===== src/rtl/matrix_kb_pkg.sv =====
`default_nettype none
// ============================================================================
//  Module      : matrix_kb_pkg
//  Description : Shared definitions for the membrane-matrix to PS/2 set-2
//                encoder: FSM state encoding, event record and key ROM.
//  Revision    : 1.0 - initial release
// ============================================================================
package matrix_kb_pkg;

    localparam int NUM_ROWS = 8;
    localparam int NUM_COLS = 5;
    localparam int NUM_KEYS = NUM_ROWS * NUM_COLS;

    // Scan FSM state encoding
    localparam logic [1:0] ST_IDLE    = 2'd0;
    localparam logic [1:0] ST_DRIVE   = 2'd1;
    localparam logic [1:0] ST_SAMPLE  = 2'd2;
    localparam logic [1:0] ST_COMPARE = 2'd3;

    // Shift keys: CAPS SHIFT maps to left Shift, SYMBOL SHIFT to right Ctrl
    localparam logic [7:0] CODE_CS = 8'h12;
    localparam logic [7:0] CODE_SS = 8'h14;

    // One queued keyboard event, same shape as the PS/2 receiver output
    typedef struct packed {
        logic       rel;
        logic       ext;
        logic [7:0] code;
    } kb_event_t;

    // Matrix position -> {extended, set-2 code}; case label is octal {row,col}
    function automatic logic [8:0] keycode(input logic [2:0] row, input logic [2:0] col);
        logic [8:0] kc;
        kc = 9'h000;
        case ({row, col})
            6'o00: kc = {1'b0, CODE_CS};
            6'o01: kc = 9'h01A;
            6'o02: kc = 9'h022;
            6'o03: kc = 9'h021;
            6'o04: kc = 9'h02A;
            6'o10: kc = 9'h01C;
            6'o11: kc = 9'h01B;
            6'o12: kc = 9'h023;
            6'o13: kc = 9'h02B;
            6'o14: kc = 9'h034;
            6'o20: kc = 9'h015;
            6'o21: kc = 9'h01D;
            6'o22: kc = 9'h024;
            6'o23: kc = 9'h02D;
            6'o24: kc = 9'h02C;
            6'o30: kc = 9'h016;
            6'o31: kc = 9'h01E;
            6'o32: kc = 9'h026;
            6'o33: kc = 9'h025;
            6'o34: kc = 9'h02E;
            6'o40: kc = 9'h045;
            6'o41: kc = 9'h046;
            6'o42: kc = 9'h03E;
            6'o43: kc = 9'h03D;
            6'o44: kc = 9'h036;
            6'o50: kc = 9'h04D;
            6'o51: kc = 9'h044;
            6'o52: kc = 9'h043;
            6'o53: kc = 9'h03C;
            6'o54: kc = 9'h035;
            6'o60: kc = 9'h05A;
            6'o61: kc = 9'h04B;
            6'o62: kc = 9'h042;
            6'o63: kc = 9'h03B;
            6'o64: kc = 9'h033;
            6'o70: kc = 9'h029;
            6'o71: kc = {1'b1, CODE_SS};
            6'o72: kc = 9'h03A;
            6'o73: kc = 9'h031;
            6'o74: kc = 9'h032;
            default: kc = 9'h000;
        endcase
        return kc;
    endfunction

endpackage
`default_nettype wire


===== src/rtl/scan_event_fifo.sv =====
`default_nettype none
// ============================================================================
//  Module      : scan_event_fifo
//  Description : Synchronous FIFO holding pending key events. Pushes while
//                full and pops while empty are ignored.
//  Revision    : 1.0 - initial release
// ============================================================================
module scan_event_fifo #(
    parameter int WIDTH = 10,
    parameter int DEPTH = 8
) (
    input  logic             clk,
    input  logic             rst,
    input  logic             push_i,
    input  logic [WIDTH-1:0] wdata_i,
    input  logic             pop_i,
    output logic [WIDTH-1:0] rdata_o,
    output logic             full_o,
    output logic             empty_o
);

    localparam int AW = $clog2(DEPTH);

    logic [WIDTH-1:0] mem_q [DEPTH];
    logic [AW:0]      wptr_q;
    logic [AW:0]      rptr_q;
    logic             w_do_push;
    logic             w_do_pop;

    // Pointers carry one wrap bit so full and empty are distinguishable
    assign empty_o   = (wptr_q == rptr_q);
    assign full_o    = (wptr_q[AW] != rptr_q[AW]) && (wptr_q[AW-1:0] == rptr_q[AW-1:0]);
    assign w_do_push = push_i && !full_o;
    assign w_do_pop  = pop_i && !empty_o;
    assign rdata_o   = mem_q[rptr_q[AW-1:0]];

    // Pointer update; reset discards any queued entries
    always_ff @(posedge clk) begin
        if (!rst) begin
            wptr_q <= '0;
            rptr_q <= '0;
        end else begin
            if (w_do_push) wptr_q <= wptr_q + 1'b1;
            if (w_do_pop)  rptr_q <= rptr_q + 1'b1;
        end
    end

    // Storage write
    always_ff @(posedge clk) begin
        if (w_do_push) mem_q[wptr_q[AW-1:0]] <= wdata_i;
    end

endmodule
`default_nettype wire


===== src/rtl/matrix_to_scancode.sv =====
`default_nettype none
// ============================================================================
//  Module      : matrix_to_scancode
//  Description : Scans an 8x5 Spectrum membrane matrix, debounces every key
//                and emits paced PS/2 set-2 make/break events.
//  Revision    : 1.0 - initial release
// ============================================================================
module matrix_to_scancode
    import matrix_kb_pkg::*;
#(
    parameter int SETTLE     = 64,
    parameter int DEBOUNCE   = 3,
    parameter int GAP        = 16,
    parameter int FIFO_DEPTH = 8
) (
    input  logic       clk,
    input  logic       rst,
    input  logic       enable,
    output logic [7:0] kb_rows,
    input  logic [4:0] kb_cols,
    output logic       scan_received,
    output logic [7:0] scan,
    output logic       extended,
    output logic       released,
    output logic       overflow
);

    localparam int SW = (SETTLE > 2) ? $clog2(SETTLE) : 1;
    localparam int GW = (GAP > 2) ? $clog2(GAP) : 1;

    // Scan FSM
    logic [1:0]    state_q, state_d;
    logic [2:0]    row_q, row_d;
    logic [2:0]    col_q, col_d;
    logic [SW-1:0] settle_q, settle_d;
    logic [4:0]    samp_q, samp_d;
    logic [4:0]    sync1_q, sync2_q;

    // Debounce array: stable level (1 = released) and per-key counter
    logic [NUM_KEYS-1:0] stable_q;
    logic [2:0]          cnt_q [NUM_KEYS];
    logic [2:0]          key_cnt_d;
    logic                key_stable_d;

    // Output pacer
    logic [GW-1:0] gap_q;
    logic          strobe_q;
    logic [7:0]    scan_q;
    logic          ext_q;
    logic          rel_q;
    logic          overflow_q;

    logic [5:0]    w_idx;
    logic          w_in_cmp;
    logic          w_diff;
    logic [2:0]    w_cnt_inc;
    logic          w_reached;
    logic          w_push;
    logic          w_refused;
    logic          w_pop;
    logic          w_full;
    logic          w_empty;
    logic [8:0]    w_kc;
    kb_event_t     w_push_ev;
    kb_event_t     w_pop_ev;

    assign kb_rows       = (state_q == ST_IDLE) ? 8'hFF : ~(8'd1 << row_q);
    assign scan_received = strobe_q;
    assign scan          = scan_q;
    assign extended      = ext_q;
    assign released      = rel_q;
    assign overflow      = overflow_q;

    // Key under inspection during COMPARE
    assign w_idx     = 6'(row_q) * 6'd5 + 6'(col_q);
    assign w_in_cmp  = (state_q == ST_COMPARE);
    assign w_diff    = (samp_q[col_q] != stable_q[w_idx]);
    assign w_cnt_inc = cnt_q[w_idx] + 3'd1;
    assign w_reached = w_diff && (w_cnt_inc == 3'(DEBOUNCE));
    assign w_push    = w_in_cmp && w_reached && !w_full;
    assign w_refused = w_in_cmp && w_reached && w_full;
    assign w_kc      = keycode(row_q, col_q);
    assign w_push_ev = '{rel: samp_q[col_q], ext: w_kc[8], code: w_kc[7:0]};
    assign w_pop     = !w_empty && (gap_q == '0);

    // Two-flop synchroniser for the asynchronous column sense lines
    always_ff @(posedge clk) begin
        if (!rst) begin
            sync1_q <= 5'h1F;
            sync2_q <= 5'h1F;
        end else begin
            sync1_q <= kb_cols;
            sync2_q <= sync1_q;
        end
    end

    // Next-state logic: settle a row, sample it, then walk its five columns
    always_comb begin
        state_d  = state_q;
        row_d    = row_q;
        col_d    = col_q;
        settle_d = settle_q;
        samp_d   = samp_q;
        case (state_q)
            ST_IDLE: begin
                if (enable) begin
                    state_d  = ST_DRIVE;
                    row_d    = 3'd0;
                    settle_d = '0;
                end
            end
            ST_DRIVE: begin
                if (settle_q == SW'(SETTLE - 1)) state_d = ST_SAMPLE;
                else                             settle_d = settle_q + 1'b1;
            end
            ST_SAMPLE: begin
                samp_d  = sync2_q;
                col_d   = 3'd0;
                state_d = ST_COMPARE;
            end
            ST_COMPARE: begin
                if (col_q == 3'd4) begin
                    row_d    = row_q + 3'd1;
                    settle_d = '0;
                    state_d  = enable ? ST_DRIVE : ST_IDLE;
                end else begin
                    col_d = col_q + 3'd1;
                end
            end
            default: state_d = ST_IDLE;
        endcase
    end

    // Scan FSM registers
    always_ff @(posedge clk) begin
        if (!rst) begin
            state_q  <= ST_IDLE;
            row_q    <= 3'd0;
            col_q    <= 3'd0;
            settle_q <= '0;
            samp_q   <= 5'h1F;
        end else begin
            state_q  <= state_d;
            row_q    <= row_d;
            col_q    <= col_d;
            settle_q <= settle_d;
            samp_q   <= samp_d;
        end
    end

    // Debounce decision for the current key; a refused push keeps the
    // counter at DEBOUNCE-1 so the event is retried on the next frame
    always_comb begin
        key_cnt_d    = cnt_q[w_idx];
        key_stable_d = stable_q[w_idx];
        if (!w_diff) begin
            key_cnt_d = 3'd0;
        end else if (!w_reached) begin
            key_cnt_d = w_cnt_inc;
        end else if (!w_full) begin
            key_cnt_d    = 3'd0;
            key_stable_d = ~stable_q[w_idx];
        end
    end

    // Debounce array update, one key per COMPARE cycle
    always_ff @(posedge clk) begin
        if (!rst) begin
            stable_q <= '1;
            for (int k = 0; k < NUM_KEYS; k++) cnt_q[k] <= 3'd0;
        end else if (w_in_cmp) begin
            cnt_q[w_idx]    <= key_cnt_d;
            stable_q[w_idx] <= key_stable_d;
        end
    end

    scan_event_fifo #(
        .WIDTH (10),
        .DEPTH (FIFO_DEPTH)
    ) u_fifo (
        .clk     (clk),
        .rst     (rst),
        .push_i  (w_push),
        .wdata_i (w_push_ev),
        .pop_i   (w_pop),
        .rdata_o (w_pop_ev),
        .full_o  (w_full),
        .empty_o (w_empty)
    );

    // Output pacer: pop at most once per GAP cycles, sticky overflow flag
    always_ff @(posedge clk) begin
        if (!rst) begin
            gap_q      <= '0;
            strobe_q   <= 1'b0;
            scan_q     <= 8'h00;
            ext_q      <= 1'b0;
            rel_q      <= 1'b0;
            overflow_q <= 1'b0;
        end else begin
            strobe_q <= w_pop;
            if (w_pop) begin
                scan_q <= w_pop_ev.code;
                ext_q  <= w_pop_ev.ext;
                rel_q  <= w_pop_ev.rel;
                gap_q  <= GW'(GAP - 1);
            end else if (gap_q != '0) begin
                gap_q <= gap_q - 1'b1;
            end
            if (w_refused) overflow_q <= 1'b1;
        end
    end

endmodule
`default_nettype wire


===== config.mk =====
export PLATFORM = sky130hd
export DESIGN_NAME = matrix_to_scancode
export DESIGN_NICKNAME = d
export VERILOG_FILES = /design/src/rtl/matrix_kb_pkg.sv /design/src/rtl/scan_event_fifo.sv /design/src/rtl/matrix_to_scancode.sv
export SDC_FILE = /design/constraint.sdc
export NUM_CORES = 1
export LEC_CHECK = 0
export BUFFER_PORTS_ARGS = -buffer_cell sky130_fd_sc_hd__buf_2
export CORE_AREA = 2 2 208 210
export CTS_CLUSTER_DIAMETER = 60
export DETAILED_ROUTE_END_ITERATION = 16
export DIE_AREA = 0 0 210 212
export HOLD_SLACK_MARGIN = 0.02
export PLACE_DENSITY = 0.53
export SLEW_MARGIN = 20
export SYNTH_ARGS = -nofsm -noshare
export SYNTH_HDL_FRONTEND = slang
export SYNTH_SLANG_ARGS = --single-unit
export TNS_END_PERCENT = 1

===== constraint.sdc =====
create_clock -name clk -period 6.9 [get_ports clk]
set_input_delay 0.69 -clock clk [delete_from_list [all_inputs] [get_ports clk]]
set_output_delay 0.69 -clock clk [all_outputs]
set_load 0.02 [all_outputs]

==> flow_metrics.env <==
export IMPL_slew_limit_headroom=0.2231
export IMPL_syn_num_nets=1477
export IMPL_place_congestion=0.9050
export IMPL_hold_buffers=0
export IMPL_cts_buffers=41
export IMPL_crit_start="row_q[2]"
export IMPL_cp_end_kind="register"
export IMPL_final_cell_mix="264 x edfxtp_1, 244 x nor2_1, 122 x nand2_1"
export IMPL_fin_tns_setup_ns=0
export IMPL_path_cells="ha_1, ha_1, fa_4, or2_1, a2bb2oi_1, o21ai_1, a21oi_2, nor2_1, a2111o_1, nor3_1, ha_1, nand2_1, mux2i_4, and4_1, and4b_1"
export IMPL_first_global_vias=11230
export IMPL_drtIter0Drc=1061
export IMPL_worstPathRequired_ns=7.10
export IMPL_crit_family="adder cells"
export IMPL_clk_root_buffer_cell="clkbuf_16"
export IMPL_post_drt_wl_per_cell_um=22.64
export IMPL_setup_violations=0
export IMPL_cts_resized=0
export IMPL_p_per_area_mw_per_mm2=283.9
export IMPL_grt_antenna_before_repair=0
export IMPL_regToRegEndpoint="u_fifo.mem_q[6][9]"
export IMPL_num_nets_final=1473
export IMPL_finalCritPeriodShare=0.8777
export IMPL_whs_ns=0.3189
export IMPL_async_flop_share=0
export IMPL_synth_distinct_cells=77
export IMPL_hp_class="in2reg"
export IMPL_path_buf_inv=0
export IMPL_syn_avg_cell_area_um2=11.62
export IMPL_cts_buffer_depth=3
export IMPL_grtUsageTotal=0.2086
export IMPL_synthCells=1433
export IMPL_ir_drop_v=0.0001739
export IMPL_crit_end="u_fifo.mem_q[6][9]"
export IMPL_postRouteWirelength_um=45370
export IMPL_clk_pin_slew_ns=0.05
export IMPL_io_pins=28
export IMPL_portBuffers=26
export IMPL_drtPass1Iterations=6
export IMPL_ys_ff_latch=356
export IMPL_ys_seq_area_frac=0.5865
export IMPL_synth_area_mm2=0.01666
export IMPL_final_common_cell="edfxtp_1"
export IMPL_outcome="completed"
export IMPL_die_w_um=210
export IMPL_r2r_start="row_q[2]"
export IMPL_detail_route_antenna_nets=0
export IMPL_min_period_ns=6.056
export IMPL_synth_edff_count=264
export IMPL_grt_overflow=0
export IMPL_hpwlAfterDp_um=29930
export IMPL_cp_slowest_cell="fa_4"
export IMPL_cts_setup_buffers=0
export IMPL_worstPathArrival_ns=6.25
export IMPL_worst_slew_pin_slew_ns=1.162
export IMPL_leakage_nw=6.163
export IMPL_rsz0062_at_grt="false"
export IMPL_reg2reg_slack_ns=0.84
export IMPL_grt_start_max_net_pins=56
export IMPL_via_per_inst=5.665
export IMPL_cts_tree="done"
export IMPL_start_util=0.3919
export IMPL_rows=76
export IMPL_synth_ff_type="edfxtp_1"
export IMPL_cts_max_level=2
export IMPL_vias=11350
export IMPL_drive_above_1_share=0.1269
export IMPL_area_growth_pct=11.17
export IMPL_cp_depth=15
export IMPL_crit_fanout=49
export IMPL_ys_warn_count=0
export IMPL_clock_skew_ns=0.01616
export IMPL_dieArea_mm2=0.04452
export IMPL_path_common_cell="ha_1"
export IMPL_drc=0
export IMPL_worstRegToRegCells=15
export IMPL_core_area_mm2=0.04251
export IMPL_insertion_delay_ns=0.56
export IMPL_clock_sinks=356
export IMPL_critPathLaunchType="register"
export IMPL_clock_fmax_mhz=165.1
export IMPL_diodes=0
export IMPL_die_h_um=212
export IMPL_critPathKind="reg2reg"
export IMPL_critPathMaxStageDelay_ns=1.35
export IMPL_maxCapViolCount=0
export IMPL_nFillCells=3925
export IMPL_slew_violations=0
export IMPL_finalHoldViolCount=0
export IMPL_grt_pass1_wl_um=69590
[registers in the layout, summed over array words and instances, names as in the netlist, 2 cells and up]
name,cells
state_q,2
u_fifo.rptr_q,4
gap_q,4
settle_q,6
scan,7
col_q,3
sync1_q,5
u_fifo.wptr_q,4
row_q,3
samp_q,5
sync2_q,5
stable_q,40
u_fifo.mem_q,72
cnt_q,192
[cells in the mapped netlist (26+ instances only)]
master    number  area share
a21oi_1       64       0.019
clkbuf_1      56       0.013
dfxtp_1       92        0.11
edfxtp_1     264        0.48
ha_1          35       0.026
inv_1         26      0.0059
mux2i_1       66       0.040
mux4_2        38       0.051
nand2_1      122       0.027
nor2_1       244       0.055
nor3_1        53       0.016
o21ai_0       68       0.020
[stage by stage]
stage	total power, mW	area [um2]	util	instances	worst slack [ns]
floorplan	2.979	16660	-	1433	1.700
global placement	3.172	17220	0.4051	1932	0.9279
detailed placement	3.177	17220	0.4051	1932	0.8557
CTS	5.307	18520	0.4356	2004	0.8411
global route	5.467	18520	0.4356	2004	0.4942
finish	5.257	18520	0.4356	2004	0.8442
[area by class of cell]
cell class	count	area, um2	share of cell area
inverters	28	105.1	0.005676
flip-flops and latches	356	9769	0.5276
multi-input cells	946	6281	0.3392
repair buffers	56	380.4	0.02054
clock inverters	25	239.0	0.01291
clock buffers	47	1059	0.05717
well taps	546	683.2	0.03689
[kinds of logic (layout without fill, tap and decap cells)]
group / Yosys count / count (layout) / synth area share
adder cells (fa/ha/maj): 36 / 36 / 0.02749
multiplexers: 119 / 119 / 0.1066
XOR/XNOR: 16 / 16 / 0.008414
AND/OR/NAND/NOR: 531 / 531 / 0.1409
AO/OA/AOI/OAI: 243 / 243 / 0.09090
flip-flops: 356 / 356 / 0.5865
other: 1 / 1 / 0.0002251
buffers and inverters: 131 / 156 / 0.03891
[how the worst min path moves through the flow]
stage / startpoint / endpoint / cells past startpoint / slack (ns)
after floorplan: sync1_q[0] / sync2_q[0] / 1 / 0.39
after global placement: sync1_q[0] / sync2_q[0] / 1 / 0.40
after detailed placement: sync1_q[2] / sync2_q[2] / 1 / 0.39
after CTS: kb_cols[3] / sync1_q[3] / 2 / 0.29
after global routing: kb_cols[0] / sync1_q[0] / 2 / 0.31
final: kb_cols[3] / sync1_q[3] / 2 / 0.32
[power by group]
part           internal, mW  switching [mW]
registers              2.34          0.0290
logic                 0.239           0.519
clock network          1.25           0.874
[layer usage]
metal	part of all wire	up-vias	track usage
li1	-	5229	-
met1	0.42	5608	0.2745
met3	0.074	97	0.04682
met2	0.47	418	0.3382
met5	0	-	0
met4	0.034	0	0.07899
Power figures use the tool's default switching activity.
